==> src/rtl/yonga_lz4_seq_decoder_if.sv <==
// Purpose: handshake/control bundle between the LZ4 sequence decoder and its neighbours.
// Latency: none (signal bundle only).
// Backpressure: carries both valid/ready byte streams; no logic here.
// Ports: i_enable/i_start control; compressed stream i_in_valid/o_in_ready/i_in_data/i_in_last;
//        decompressed stream o_out_valid/i_out_ready/o_out_data; status o_idle/o_done/o_err.
//        master = the side driving the decoder, slave = the decoder itself.
interface yonga_lz4_seq_decoder_if;
   logic       i_enable;
   logic       i_start;
   logic       i_in_valid;
   logic       o_in_ready;
   logic [7:0] i_in_data;
   logic       i_in_last;
   logic       o_out_valid;
   logic       i_out_ready;
   logic [7:0] o_out_data;
   logic       o_idle;
   logic       o_done;
   logic       o_err;

   modport master (
      output i_enable, i_start, i_in_valid, i_in_data, i_in_last, i_out_ready,
      input  o_in_ready, o_out_valid, o_out_data, o_idle, o_done, o_err
   );

   modport slave (
      input  i_enable, i_start, i_in_valid, i_in_data, i_in_last, i_out_ready,
      output o_in_ready, o_out_valid, o_out_data, o_idle, o_done, o_err
   );
endinterface

==> src/rtl/yonga_lz4_seq_decoder.sv <==
// Purpose: LZ4 block-sequence decoder with a 2^HIST_AW-byte circular history window.
// Latency: literals pass through combinationally; match bytes 1/cycle; header bytes 1 cycle each.
// Backpressure: literals stall input on i_out_ready; matches hold o_out_valid/data until taken.
// Ports: clk, rst (async active-high); io_bus (slave modport) carries enable/start,
//        compressed byte stream in, decompressed byte stream out, idle/done/err status.
// Optional: define YONGA_LZ4_OFFSET_CHECK_EN to reject offsets of 0 or beyond the bytes
//           produced so far (capped at window depth); otherwise offsets wrap modulo the window.
module yonga_lz4_seq_decoder #(
   parameter int HIST_AW = 7,
   parameter int LEN_W   = 16
) (
   input logic                   clk,
   input logic                   rst,
   yonga_lz4_seq_decoder_if.slave io_bus
);
   localparam int DEPTH = 1 << HIST_AW;
   localparam int SUM_W = LEN_W + 1;

   typedef enum logic [3:0] {
      S_IDLE, S_TOKEN, S_LIT_EXT, S_LIT_COPY, S_OFF_LO,
      S_OFF_HI, S_MAT_EXT, S_MAT_COPY, S_DONE, S_ERROR
   } state_t;

   state_t             r_state;
   state_t             w_nxt;

   logic [LEN_W-1:0]   r_lit_len;
   logic [LEN_W-1:0]   r_mat_len;
   logic               r_mat_ext;     // token low nibble was 15: match length extends
   logic [7:0]         r_off_lo;
   logic [15:0]        r_off;
   logic [HIST_AW-1:0] r_wr_ptr;
   logic               r_err;
   logic [7:0]         r_hist [DEPTH];

   logic               w_in_ready;
   logic               w_out_valid;
   logic [7:0]         w_out_data;
   logic               w_idle;
   logic               w_done;
   logic               w_in_xfer;
   logic               w_out_xfer;
   logic               w_start_acc;
   logic               w_last;
   logic [3:0]         w_tok_hi;
   logic [3:0]         w_tok_lo;
   logic [15:0]        w_offset;
   logic [SUM_W-1:0]   w_lit_sum;
   logic [SUM_W-1:0]   w_mat_sum;
   logic [HIST_AW-1:0] w_rd_addr;
   logic [7:0]         w_rd_data;
   logic               w_off_bad;

   assign w_tok_hi    = io_bus.i_in_data[7:4];
   assign w_tok_lo    = io_bus.i_in_data[3:0];
   assign w_last      = io_bus.i_in_last;
   assign w_offset    = {io_bus.i_in_data, r_off_lo};
   assign w_lit_sum   = {1'b0, r_lit_len} + SUM_W'(io_bus.i_in_data);
   assign w_mat_sum   = {1'b0, r_mat_len} + SUM_W'(io_bus.i_in_data);
   assign w_in_xfer   = io_bus.i_in_valid & w_in_ready;
   assign w_out_xfer  = w_out_valid & io_bus.i_out_ready;
   assign w_start_acc = (r_state == S_IDLE) & io_bus.i_start & io_bus.i_enable;

   // Match source is a fixed distance behind the write pointer; because every copied
   // byte is written back immediately, overlapping copies replicate the pattern.
   assign w_rd_addr   = r_wr_ptr - r_off[HIST_AW-1:0];
   assign w_rd_data   = r_hist[w_rd_addr];

`ifdef YONGA_LZ4_OFFSET_CHECK_EN
   localparam int PW = HIST_AW + 1;
   logic [PW-1:0] r_prod;   // bytes produced this block, saturating at the window depth

   assign w_off_bad = (w_offset == 16'd0) || (17'(w_offset) > 17'(r_prod));

   always_ff @(posedge clk or posedge rst) begin
      if (rst)
         r_prod <= '0;
      else if (w_start_acc)
         r_prod <= '0;
      else if (w_out_xfer && !r_prod[HIST_AW])
         r_prod <= r_prod + PW'(1);
   end
`else
   assign w_off_bad = 1'b0;
`endif

   // State register
   always_ff @(posedge clk or posedge rst) begin
      if (rst)
         r_state <= S_IDLE;
      else
         r_state <= w_nxt;
   end

   // Next-state logic
   always_comb begin
      w_nxt = r_state;
      case (r_state)
         S_IDLE:
            if (w_start_acc) w_nxt = S_TOKEN;
         S_TOKEN:
            if (w_in_xfer) begin
               if (w_tok_hi == 4'hF)      w_nxt = w_last ? S_ERROR : S_LIT_EXT;
               else if (w_tok_hi != 4'h0) w_nxt = w_last ? S_ERROR : S_LIT_COPY;
               else                       w_nxt = w_last ? S_DONE  : S_OFF_LO;
            end
         S_LIT_EXT:
            if (w_in_xfer) begin
               if (w_last || w_lit_sum[LEN_W])   w_nxt = S_ERROR;
               else if (io_bus.i_in_data != 8'hFF) w_nxt = S_LIT_COPY;
            end
         S_LIT_COPY:
            if (w_out_xfer) begin
               if (r_lit_len == LEN_W'(1)) w_nxt = w_last ? S_DONE : S_OFF_LO;
               else if (w_last)            w_nxt = S_ERROR;
            end
         S_OFF_LO:
            if (w_in_xfer) w_nxt = w_last ? S_ERROR : S_OFF_HI;
         S_OFF_HI:
            if (w_in_xfer) begin
               if (w_last || w_off_bad) w_nxt = S_ERROR;
               else if (r_mat_ext)      w_nxt = S_MAT_EXT;
               else                     w_nxt = S_MAT_COPY;
            end
         S_MAT_EXT:
            if (w_in_xfer) begin
               if (w_last || w_mat_sum[LEN_W])   w_nxt = S_ERROR;
               else if (io_bus.i_in_data != 8'hFF) w_nxt = S_MAT_COPY;
            end
         S_MAT_COPY:
            if (w_out_xfer && (r_mat_len == LEN_W'(1))) w_nxt = S_TOKEN;
         S_DONE:
            w_nxt = S_IDLE;
         S_ERROR:
            if (io_bus.i_start) w_nxt = S_IDLE;
         default:
            w_nxt = S_IDLE;
      endcase
      // Disable overrides everything, including a pending error.
      if (!io_bus.i_enable) w_nxt = S_IDLE;
   end

   // Output logic
   always_comb begin
      w_in_ready  = 1'b0;
      w_out_valid = 1'b0;
      w_out_data  = 8'h00;
      w_idle      = 1'b0;
      w_done      = 1'b0;
      case (r_state)
         S_IDLE:
            w_idle = 1'b1;
         S_TOKEN, S_LIT_EXT, S_OFF_LO, S_OFF_HI, S_MAT_EXT:
            w_in_ready = 1'b1;
         S_LIT_COPY: begin
            // Pass-through: the only combinational ready path in the design.
            w_in_ready  = io_bus.i_out_ready;
            w_out_valid = io_bus.i_in_valid;
            w_out_data  = io_bus.i_in_data;
         end
         S_MAT_COPY: begin
            w_out_valid = 1'b1;
            w_out_data  = w_rd_data;
         end
         S_DONE:
            w_done = 1'b1;
         default: ;
      endcase
   end

   assign io_bus.o_in_ready  = w_in_ready;
   assign io_bus.o_out_valid = w_out_valid;
   assign io_bus.o_out_data  = w_out_data;
   assign io_bus.o_idle      = w_idle;
   assign io_bus.o_done      = w_done;
   assign io_bus.o_err       = r_err;

   // Datapath registers
   always_ff @(posedge clk or posedge rst) begin
      if (rst) begin
         r_lit_len <= '0;
         r_mat_len <= '0;
         r_mat_ext <= 1'b0;
         r_off_lo  <= 8'h00;
         r_off     <= 16'h0000;
         r_wr_ptr  <= '0;
         r_err     <= 1'b0;
      end else begin
         if (w_start_acc) begin
            r_wr_ptr <= '0;
            r_err    <= 1'b0;
         end else if (w_out_xfer) begin
            r_wr_ptr <= r_wr_ptr + HIST_AW'(1);
         end

         if (w_nxt == S_ERROR) r_err <= 1'b1;

         if (w_in_xfer) begin
            case (r_state)
               S_TOKEN: begin
                  r_lit_len <= LEN_W'(w_tok_hi);
                  r_mat_len <= LEN_W'(w_tok_lo) + LEN_W'(4);
                  r_mat_ext <= (w_tok_lo == 4'hF);
               end
               S_LIT_EXT:  r_lit_len <= w_lit_sum[LEN_W-1:0];
               S_LIT_COPY: r_lit_len <= r_lit_len - LEN_W'(1);
               S_OFF_LO:   r_off_lo  <= io_bus.i_in_data;
               S_OFF_HI:   r_off     <= w_offset;
               S_MAT_EXT:  r_mat_len <= w_mat_sum[LEN_W-1:0];
               default: ;
            endcase
         end

         if ((r_state == S_MAT_COPY) && w_out_xfer)
            r_mat_len <= r_mat_len - LEN_W'(1);
      end
   end

   // History window: every emitted byte (literal or copy) is recorded; contents survive reset.
   always_ff @(posedge clk) begin
      if (w_out_xfer) r_hist[r_wr_ptr] <= w_out_data;
   end
endmodule

==> src/flat_wrapper.sv <==
// flat-port wrapper written by rule: the top's interface ports become plain ports
module yonga_lz4_seq_decoder_flat 
#(
   parameter int HIST_AW = 7,
   parameter int LEN_W   = 16
)
  (clk, rst, io_bus_i_enable, io_bus_i_start, io_bus_i_in_valid, io_bus_i_in_data, io_bus_i_in_last, io_bus_i_out_ready, io_bus_o_in_ready, io_bus_o_out_valid, io_bus_o_out_data, io_bus_o_idle, io_bus_o_done, io_bus_o_err);
  yonga_lz4_seq_decoder_if io_bus_i ();
  input logic clk;
  input logic rst;
  input wire logic [$bits(io_bus_i.i_enable)-1:0] io_bus_i_enable;
  input wire logic [$bits(io_bus_i.i_start)-1:0] io_bus_i_start;
  input wire logic [$bits(io_bus_i.i_in_valid)-1:0] io_bus_i_in_valid;
  input wire logic [$bits(io_bus_i.i_in_data)-1:0] io_bus_i_in_data;
  input wire logic [$bits(io_bus_i.i_in_last)-1:0] io_bus_i_in_last;
  input wire logic [$bits(io_bus_i.i_out_ready)-1:0] io_bus_i_out_ready;
  output wire logic [$bits(io_bus_i.o_in_ready)-1:0] io_bus_o_in_ready;
  output wire logic [$bits(io_bus_i.o_out_valid)-1:0] io_bus_o_out_valid;
  output wire logic [$bits(io_bus_i.o_out_data)-1:0] io_bus_o_out_data;
  output wire logic [$bits(io_bus_i.o_idle)-1:0] io_bus_o_idle;
  output wire logic [$bits(io_bus_i.o_done)-1:0] io_bus_o_done;
  output wire logic [$bits(io_bus_i.o_err)-1:0] io_bus_o_err;
  assign io_bus_i.i_enable = io_bus_i_enable;
  assign io_bus_i.i_start = io_bus_i_start;
  assign io_bus_i.i_in_valid = io_bus_i_in_valid;
  assign io_bus_i.i_in_data = io_bus_i_in_data;
  assign io_bus_i.i_in_last = io_bus_i_in_last;
  assign io_bus_i.i_out_ready = io_bus_i_out_ready;
  assign io_bus_o_in_ready = io_bus_i.o_in_ready;
  assign io_bus_o_out_valid = io_bus_i.o_out_valid;
  assign io_bus_o_out_data = io_bus_i.o_out_data;
  assign io_bus_o_idle = io_bus_i.o_idle;
  assign io_bus_o_done = io_bus_i.o_done;
  assign io_bus_o_err = io_bus_i.o_err;
  yonga_lz4_seq_decoder #(.HIST_AW(HIST_AW), .LEN_W(LEN_W)) u_core (.clk(clk), .rst(rst), .io_bus(io_bus_i));
endmodule
==> config.mk <==
export PLATFORM = sky130hd
export DESIGN_NAME = yonga_lz4_seq_decoder_flat
export DESIGN_NICKNAME = d
export VERILOG_FILES = /design/src/rtl/yonga_lz4_seq_decoder_if.sv /design/src/rtl/yonga_lz4_seq_decoder.sv /design/src/flat_wrapper.sv
export SDC_FILE = /design/constraint.sdc
export NUM_CORES = 1
export LEC_CHECK = 0
export ABC_CLOCK_PERIOD_IN_PS = 9600
export BUFFER_PORTS_ARGS = -buffer_cell sky130_fd_sc_hd__buf_2
export CORE_MARGIN = 2
export CORE_UTILIZATION = 25
export DETAILED_ROUTE_END_ITERATION = 10
export PLACE_DENSITY = 0.42
export REMOVE_ABC_BUFFERS = 1
export SKIP_CTS_REPAIR_TIMING = 1
export SLEW_MARGIN = 20
export SYNTH_ARGS = -nofsm -noshare
export SYNTH_HDL_FRONTEND = slang
export SYNTH_SLANG_ARGS = --single-unit
==> constraint.sdc <==
create_clock -name clk -period 9.6 [get_ports clk]
set_clock_uncertainty 0.05 [all_clocks]
set_input_delay 0.48 -clock clk [delete_from_list [all_inputs] [get_ports clk]]
set_output_delay 0.48 -clock clk [all_outputs]
set_load 0.005 [all_outputs]
# Word-level counts from Yosys, hierarchy flattened
# Memory sizes are Yosys's and may differ from the RTL's.
# Cells that the tools add are included.
[totals] ff_bits=59 ram_bits=1024 in_bits=15 word_cells=92 n_memories=1
[classes] n_addsub=7 eq_ne=15 n_mux=40 bitwise_logic=4 reduce_logical=17
[memory_table] memory="u_core.r_hist" words=128 word_bits=8 read_ports=1 rd_ports_with_merged_regs=0 write_ports=1 line="yonga_lz4_seq_decoder.sv:34" text="logic [7:0] r_hist [DEPTH];"
[op_table] cell="$mux W4" count=23
[op_table] cell="$pmux W16 S3" count=1
[op_table] cell="$pmux W4 S9" count=1
[op_table] cell="$add A16 B8 Y17" count=2
[op_table] cell="$eq A16 B1 Y1 const B" count=2
[op_table] cell="$mux W16" count=2
[op_table] cell="$pmux W16 S2" count=1
[op_table] cell="$sub A16 B1 Y16 const B" count=2
[op_table] cell="$eq A4 B4 Y1 const B" count=5
[op_table] cell="$eq A4 B3 Y1 const B" count=4
[op_table] cell="$pmux W8 S2" count=1
[op_table] cell="$mux W7" count=2
[op_table] cell="$reduce_and A2 Y1" count=5
[op_table] cell="$eq A4 B2 Y1 const B" count=2
[op_table] cell="$ne A8 B8 Y1 const B" count=1
[op_table] cell="$add A7 B1 Y7 const B" count=1
[op_table] cell="$mux W1" count=7
[op_table] cell="$sub A7 B7 Y7" count=1
[op_table] cell="$reduce_bool A2 Y1" count=3
[op_table] cell="$reduce_bool A3 Y1" count=2
[op_table] cell="$add A4 B3 Y5 const B" count=1
[op_table] cell="$reduce_or A5 Y1" count=1
[op_table] cell="$and A1 B1 Y1" count=4
[op_table] cell="$eq A4 B1 Y1 const B" count=1
[op_table] cell="5 further kinds" count=8

# Depth between registers and ports, before layout
# Gate-level depths: netlist (run 1).
[logic_depth] depth_word=9 ltp_mapped=13 ltp_nobuf=12

# Worst setup path before layout (run 1)
# OpenSTA, ideal clock, no wires.
[synth_timing] kind="register -> register" from="register u_core.r_wr_ptr[0]" to="memory u_core.r_hist[0][4] (data pin)" setup_time_ps=1217 t_arrival_ps=7718 path_slack_ps=615 path_stages_with_launch=14 synth_period_minus_slack_ps=8985 path_cell_list="dfrtp_1 -> inv_1 -> ha_1 -> inv_1 -> fa_1 -> a21oi_1 -> o21bai_1 -> xnor2_1 -> buf_2 -> mux4_2 -> mux2i_1 -> mux2i_1 -> mux2i_1 -> o21ai_0"
[synth_between] elab_chain_len=3
[synth_rtl] item="start, declared" line="yonga_lz4_seq_decoder.sv:32" text="logic [HIST_AW-1:0] r_wr_ptr;"
[synth_rtl] item="start signal, assigned" line="yonga_lz4_seq_decoder.sv:193" text="r_wr_ptr <= r_wr_ptr + HIST_AW'(1);"
[synth_rtl] item="$sub A7 B7 Y7" line="yonga_lz4_seq_decoder.sv:66" text="assign w_rd_addr = r_wr_ptr - r_off[HIST_AW-1:0];"
[synth_rtl] item="$mem_v2 Z128 W8"
[synth_rtl] item="$pmux W8 S2" line="yonga_lz4_seq_decoder.sv:150" text="case (r_state)"
[synth_rtl] item="net io_bus_o_out_data[4]" line="flat_wrapper.sv:19" text="output wire logic [$bits(io_bus_i.o_out_data)-1:0] io_bus_o_out_data;"
[synth_rtl] item="end, declared" line="yonga_lz4_seq_decoder.sv:34"
# The timed path passes the listed nets, and every way through them passes these cells.

# Worst setup path in the final report (run 1)
[layout_timing] from="register u_core.r_wr_ptr[0]" to="output io_bus_o_out_data[6]"
[layout_between] elab_chain_len=3
[layout_rtl] item="$sub A7 B7 Y7" line="yonga_lz4_seq_decoder.sv:66"
[layout_rtl] item="$mem_v2 Z128 W8"
[layout_rtl] item="$pmux W8 S2" line="yonga_lz4_seq_decoder.sv:150"
[layout_rtl] item="end, declared" line="flat_wrapper.sv:19"
# Every way passes these cells.

==> results.tsv, run 1 <==
stage	metric	value	unit
outcome	status	finished with violations	
outcome	violations	hold timing	
global_routing	use_met1	0.1768	
logic_synthesis	synth.top_cells.by_area	edfxtp_1, mux4_2, dfrtp_1	
die	die_w	424.1	microns
logic_synthesis	netlist_area	44130	sq um
sta	worst_hold_slack	-0.01337	ns
layout	layout-drive-gt1-share	0.2671	
sta	setup-tns-final	0	ns
sta	final.setup.worst_slack	2.727	ns
sta	tightest_slew	1.161	ns
clock_network	cts_buffer_depth	3	
clock_network	clock_latency	0.76	ns
power	ir_drop	0.0001646	V
clock_network	h-tree-depth	3	
detailed_routing	vias	22010	
layout	nets	2360	
clock_network	cts.clk_slew.worst_paths	0.07	ns
layout	regArea	32230	sq um
detailed_routing	first_iter_violations	2134	
setup_path	r2r_cells	11	
setup_path	crit_cells	11	
power	p_per_area	189.5	nW/um^2
clock_network	cts.sinks	1083	
sta	finalHoldViolCount	9	
logic_synthesis	synthFlopType	edfxtp_1	
setup_path	path_buf_inv	5	
sta	layout_min_cycle_time	6.873	ns
setup_path	cp_slowest_cell	ha_4	
placed_design	place_congestion	0.7745	
global_routing	antenna_found_initial	1	
global_routing	grt.total_usage	0.1314	
logic_synthesis	synthTopCellsByCount	edfxtp_1, mux4_2, nor2_1	
sta	setup_violations	0	
die	ios	28	
setup_path	cp_common_cell	buf_4	
detailed_routing	wire_per_inst	24.99	microns
power	cellLeakagePower	0.01436	uW
logic_synthesis	synthArstFlopShare	0.05448	
logic_synthesis	yosysWarnings	0	
setup_path	worstReg2RegEnd	u_core.r_hist[29][7]	
detailed_routing	viasPerCell	4.636	
sta	fmax	0.1455	GHz
global_routing	met3_usage	0.02089	
detailed_routing	wl	118700	microns
detailed_routing	detail-route-antenna-nets	0	
setup_path	r2r_start	u_core.r_wr_ptr[0]	
global_routing	grt_pass1_vias	22990	
sta	rsz0062_at_grt	false	
logic_synthesis	yosys.cell_types.count	69	
sta	relSlewSlack	0.2233	
setup_path	critPathTopFamily	buffers and inverters	
setup_path	end_kind	output port	
logic_synthesis	yosysTopAreaCell	edfxtp_1	
setup_path	start_kind	flop	
layout	multiInputGateArea	11530	sq um
setup_path	critPathKind	reg -> out	
setup_path	required	9.07	ns
logic_synthesis	ys_ff_latch	1083	
setup_path	worstPathArrival	6.34	ns
sta	finalMaxSlewViolations	0	
logic_synthesis	yosysSeqAreaShare	0.7302	
layout	num-fill-cells	17200	
global_routing	grt_pass1_wl	171900	microns
die	dieArea	179900	sq um
sta	post-route-period-util	0.7159	
logic_synthesis	netlist_instances	2223	
clock_network	cts-root-buf	clkbuf_16	
placed_design	dpl.hpwl	72570	microns
setup_path	cp_cell_sequence	inv_1 -> ha_4 -> buf_4 -> buf_4 -> mux4_2 -> mux4_2 -> mux2_2 -> a22oi_1 -> nand3_4 -> buf_4 -> buf_2	
global_routing	grt_util_met2	0.2206	
logic_synthesis	yosysMostFrequentCell	edfxtp_1	
setup_path	ff2ff_setup_slack	3.63	ns
detailed_routing	drc	0	
clock_network	cts_tree	built	
layout	syn_to_final_growth	15.98	%
logic_synthesis	netlist.area_leader.share	0.6968	
setup_path	slowest_delay	0.77	ns
setup_path	critPathCapture	io_bus_o_out_data[6]	
placed_design	port_buffers	27	
detailed_routing	drt_pass1_iterations	5	
die	chipHeight	424.1	microns
die	core-area	175700	sq um
die	rows	154	
placed_design	place_worst_setup_slack	3.276	ns
global_routing	grt_max_degree	102	
logic_synthesis	syn_area_per_cell	19.85	sq um
worst_hold_path	hold_class	in -> async	
global_routing	overflow	0	
run	cap_violations	0	
logic_synthesis	synth_edf_count	1024	
setup_path	crit_path_start	u_core.r_wr_ptr[0]	
setup_path	cp_max_fo	85	
clock_network	cts_buffers	113	
die	initial_core_util	0.2511	
global_routing	grt-busiest-layer	met2	
layout	fin_util	0.2913	
-- layout by cell type, fill, tap and decap left out, types with 12 or more instances in the layout --
cell type	netlist	routed
clkbuf_1	72	22
a21oi_1	51	51
clkinv_2	0	23
nor2_1	179	157
xnor2_1	15	14
nand2_1	93	93
nor3_1	23	21
clkbuf_16	0	115
o21ai_0	43	42
clkinv_1	0	27
nor2b_1	12	12
mux4_2	327	327
mux2_2	23	23
ha_1	28	27
buf_4	2	50
nand3_1	32	26
edfxtp_1	1024	1024
dfrtp_1	59	59
nor2_2	0	22
inv_1	32	31
buf_2	33	27
-- report_power, final --
group	switching [uW]	leakage, uW	internal [uW]
registers	19.3	0.00856	5100
clock network	1900	0.00181	2510
logic	98.3	0.00398	66.4
-- area by class of cell --
cell class	count	share of cell area
flip-flops and latches	1083	0.6296
multi-input cells	998	0.2252
clock buffers	140	0.05865
well taps	2340	0.05720
clock inverters	68	0.01374
repair buffers	85	0.01310
inverters	33	0.002420
diodes	1	0.00004889
-- kinds of logic after synthesis --
family	after synthesis	synth area share
AOI/OAI and AO/OA	185	0.02708
xor gates and xnor gates	23	0.004735
DFF	1083	0.7302
muxes	360	0.1750
adders and majority gates	31	0.009300
and+or+nand+nor	399	0.04046
buffers and inverters	142	0.01318
-- worst register-to-register path: stages (launching register included) --
cell and delay [ns]:
dfrtp_1 0.48, inv_1 0.15, ha_4 0.77, buf_4 0.54, buf_4 0.42, mux4_2 0.56
mux4_2 0.46, mux2_2 0.34, a22oi_1 0.44, nand3_4 0.52, buf_4 0.47, buf_4 0.40
-- flip-flops by register name, indices dropped and copies added (netlist names) --
register,flops
u_core.r_off_lo,7
u_core.r_wr_ptr,7
u_core.r_state,4
u_core.r_hist,1024
u_core.r_mat_ext,1
u_core.r_off,7
u_core.r_mat_len,16
u_core.r_lit_len,16
u_core.io_bus.o_err,1
-- layer usage --
layer / vias up / wire length, microns
met2: 605 / 58300
met1: 11870 / 52220
met4: 0 / 2862
met3: 175 / 5290
met5: - / 0
li1: 9357 / -
-- through the flow --
step           total power (uW)  instance area, sq um  hold slack (ns)  cells
5_1_grt                   10020                 51180          0.05366   4747
4_1_cts                    9815                 51150        -0.005889   4746
3_3_place_gp               5381                 47410           0.4236   4538
2_1_floorplan              5335                 43670           0.3960   2114
6_report                   9697                 51180         -0.01337   4748
3_5_place_dp               5387                 47450           0.4355   4538
-- worst min-delay path by stage --
stage | from | endpoint | slack [ns] | depth (start not counted)
5_1_grt | io_bus_i_enable | u_core.r_state[2] | 0.05 | 3
2_1_floorplan | u_core.r_off_lo[1] | u_core.r_off[1] | 0.40 | 2
4_1_cts | io_bus_i_enable | u_core.r_state[2] | -0.006 | 3
6_report | rst | u_core.r_lit_len[7] | -0.01 | 3
3_3_place_gp | u_core.r_off_lo[2] | u_core.r_off[2] | 0.42 | 2
3_5_place_dp | u_core.r_off_lo[2] | u_core.r_off[2] | 0.44 | 2
(Power assumes the default switching activity.)
==> run 2: changes to the inputs <==
Settings changed: ABC_CLOCK_PERIOD_IN_PS 9600 to 6360.
Clock period 9.6 ns to 6.36 ns, I/O delays scaled along.
==> run 2 against run 1 <==
The flow now finishes without violations. Clock-buffer cell count increased by 3. Design area up 1.1%. Sequential share of layout area fell by 0.70 points. Via count is 0.64% higher. Setup slack got worse by 2.2 ns. Sequential cell count unchanged. Sequential power is 51% higher. Hold slack better by 0.039 ns. Critical path depth unchanged. Global-route usage is essentially flat. Critical endpoint is now io_bus_o_out_data[5]. Largest power group unchanged.
==> results.tsv, run 2 (synthesis results as in run 1) <==
stage	metric	value	unit	change
global_routing	antenna_found_initial	1		unchanged
layout	regArea	32230	sq um	unchanged
global_routing	grt_util_met2	0.2135		-0.007096
die	rows	154		unchanged
setup_path	r2r_cells	11		unchanged
sta	post-route-period-util	0.9136		
detailed_routing	wire_per_inst	24.83	microns	-0.64%
layout	layout_common_cells	edfxtp_1, mux4_2, nor2_1, clkbuf_16, nand2_1		
sta	finalMaxSlewViolations	0		unchanged
detailed_routing	drc	0		unchanged
layout	fin_cells	4774		+0.55%
clock_network	cts.sinks	1083		unchanged
global_routing	overflow	0		unchanged
sta	relSlewSlack	0.2266		+0.003316
sta	finalHoldViolCount	0		-9
placed_design	place_congestion	0.7887		+1.8%
detailed_routing	first_iter_violations	2120		-0.66%
detailed_routing	vias	22150		+0.64%
die	die_w	424.1	microns	unchanged
power	p_clk_frac	0.468		+0.013
layout	fin_area	51760	sq um	+1.1%
power	cellLeakagePower	0.01462	uW	+1.8%
die	chipHeight	424.1	microns	unchanged
layout	layout-drive-gt1-share	0.2729		+0.005777
sta	setup_violations	0		unchanged
worst_hold_path	hold-path-endpoint	u_core.r_mat_len[1]		
layout	nets	2386		+1.1%
placed_design	dpl.hpwl	72730	microns	+0.22%
sta	fmax	0.1721	GHz	
detailed_routing	detail-route-antenna-nets	0		unchanged
clock_network	h-tree-depth	3		unchanged
clock_network	cts_buffer_depth	3		unchanged
clock_network	cts-root-buf	clkbuf_16		
clock_network	cts_buffers	117		+3.5%
power	p_switching	3024	uW	+50%
power	swShare	0.2016		-0.006038
detailed_routing	drt_pass1_iterations	7		+2
power	seqPwrFrac	0.515		-0.013
power	p_per_area	289.9	nW/um^2	+53%
setup_path	end_kind	output port		
clock_network	cts.clk_slew.worst_paths	0.06	ns	about the same
layout	regMostFlops	u_core.r_hist		
setup_path	cp_slowest_cell	fa_4		
sta	layout_min_cycle_time	5.811	ns	
setup_path	slowest_delay	0.85	ns	+0.08 ns
setup_path	required	5.99	ns	-3.08 ns
setup_path	cp_common_cell	mux4_2		
setup_path	critPathKind	reg -> out		
die	core-area	175700	sq um	unchanged
power	ir_drop	0.0002258	V	+37%
power	combPwrFrac	0.017		about the same
outcome	status	finished, final reports clean		
layout	multiInputGateArea	11530	sq um	about the same
worst_hold_path	hold_class	in -> reg		
die	dieArea	179900	sq um	unchanged
layout	mostFrequentLayoutCell	edfxtp_1		
layout	num-fill-cells	17140		-0.35%
clock_network	cts_tree	built		
placed_design	place_inst	4551		+0.29%
layout	top_regs	u_core.r_hist: 1024 flops, u_core.r_lit_len: 16 flops, u_core.r_mat_len: 16 flops		
setup_path	path_buf_inv	4		-1
layout	largest_reg_flops	1024		unchanged
clock_network	clock_latency	0.75	ns	about the same
setup_path	r2r_start	u_core.r_wr_ptr[0]		
layout	syn_to_final_growth	17.28	%	
placed_design	port_buffers	27		unchanged
setup_path	critPathTopFamily	multiplexers		
setup_path	worstPathArrival	5.44	ns	-0.90 ns
sta	tightest_slew	1.156	ns	-0.004956 ns
setup_path	start_kind	flop		
global_routing	grt_max_degree	98		-3.9%
layout	fin_util	0.2945		+0.003268
worst_hold_path	hold_depth	3		
setup_path	ff2ff_setup_slack	1.11	ns	-2.52 ns
detailed_routing	wl	118600	microns	about the same
setup_path	cp_max_fo	42		-51%
global_routing	grt_pass1_vias	23230		+1.0%
global_routing	met3_usage	0.02375		+0.002861
sta	setup-tns-final	0	ns	unchanged
die	initial_core_util	0.2511		unchanged
sta	rsz0062_at_grt	false		
global_routing	grt_pass1_wl	171900	microns	about the same
setup_path	worstReg2RegEnd	u_core.r_hist[127][5]		
detailed_routing	viasPerCell	4.640		about the same
global_routing	use_met1	0.1821		+0.005370
die	ios	28		unchanged
global_routing	grt.total_usage	0.1316		+0.0001476
sta	worst_hold_slack	0.02550	ns	+0.03888 ns
power	p_int	11980	uW	+56%
placed_design	dpl_cell_area	47670	sq um	+0.47%
setup_path	cp_cell_sequence	inv_1 -> ha_4 -> inv_1 -> fa_4 -> buf_4 -> mux4_2 -> mux4_2 -> mux4_2 -> nand2_1 -> nand3_4 -> buf_2		
run	cap_violations	0		unchanged
global_routing	grt-busiest-layer	met2		
worst_hold_path	holdCritStartpoint	io_bus_i_out_ready		
-- run 2: worst register-to-register path, cell delays in order, from the launching register on --
cell and delay (ns):
dfrtp_1 0.46, inv_1 0.15, ha_4 0.14, inv_1 0.06, fa_4 0.85, buf_4 0.58
mux4_2 0.50, mux4_2 0.52, mux4_2 0.53, nand2_1 0.14, nand3_4 0.41, buf_12 0.43
-- run 2: routing by layer --
metal,vias up,routed length [microns]
met3,150,5217
li1,9422,-
met2,551,57250
met5,-,0
met4,0,2492
met1,12030,53600
-- run 2: how the worst max path moves through the flow --
stage / from / to / slack, ns / depth (start not counted)
floorplan: u_core.r_wr_ptr[0] / u_core.r_hist[0][4] / -11.46 / 8
global placement: u_core.r_wr_ptr[0] / u_core.r_hist[121][5] / 1.18 / 11
detailed placement: u_core.r_wr_ptr[0] / u_core.r_hist[36][4] / 1.12 / 12
CTS: u_core.r_wr_ptr[0] / io_bus_o_out_data[5] / 0.42 / 11
global route: u_core.r_wr_ptr[0] / io_bus_o_out_data[5] / 0.30 / 15
finish: u_core.r_wr_ptr[0] / io_bus_o_out_data[5] / 0.55 / 11
-- run 2: per-stage QoR --
stage	setup slack, ns	total power [uW]
final	0.5493	15000
after global routing	0.3039	15490
after CTS	0.4211	15180
after detailed placement	1.117	8130
after global placement	1.179	8124
after floorplan	-11.46	8053
-- run 2: layout make-up --
type / count / share of cell area
repair buffers: 107 / 0.01939
inverters: 33 / 0.002393
multi-input cells: 998 / 0.2228
well taps: 2340 / 0.05657
flip-flops and latches: 1083 / 0.6227
diodes: 1 / 0.00004835
clock inverters: 69 / 0.01646
clock buffers: 143 / 0.05969
-- run 2: power groups by stage --
stage               clock network (uW)  registers, uW  logic, uW
floorplan                            0           7870        180
global placement                     0           7880        243
detailed placement                   0           7880        249
CTS                               7190           7730        250
global route                      7470           7730        283
finish                            7010           7730        254
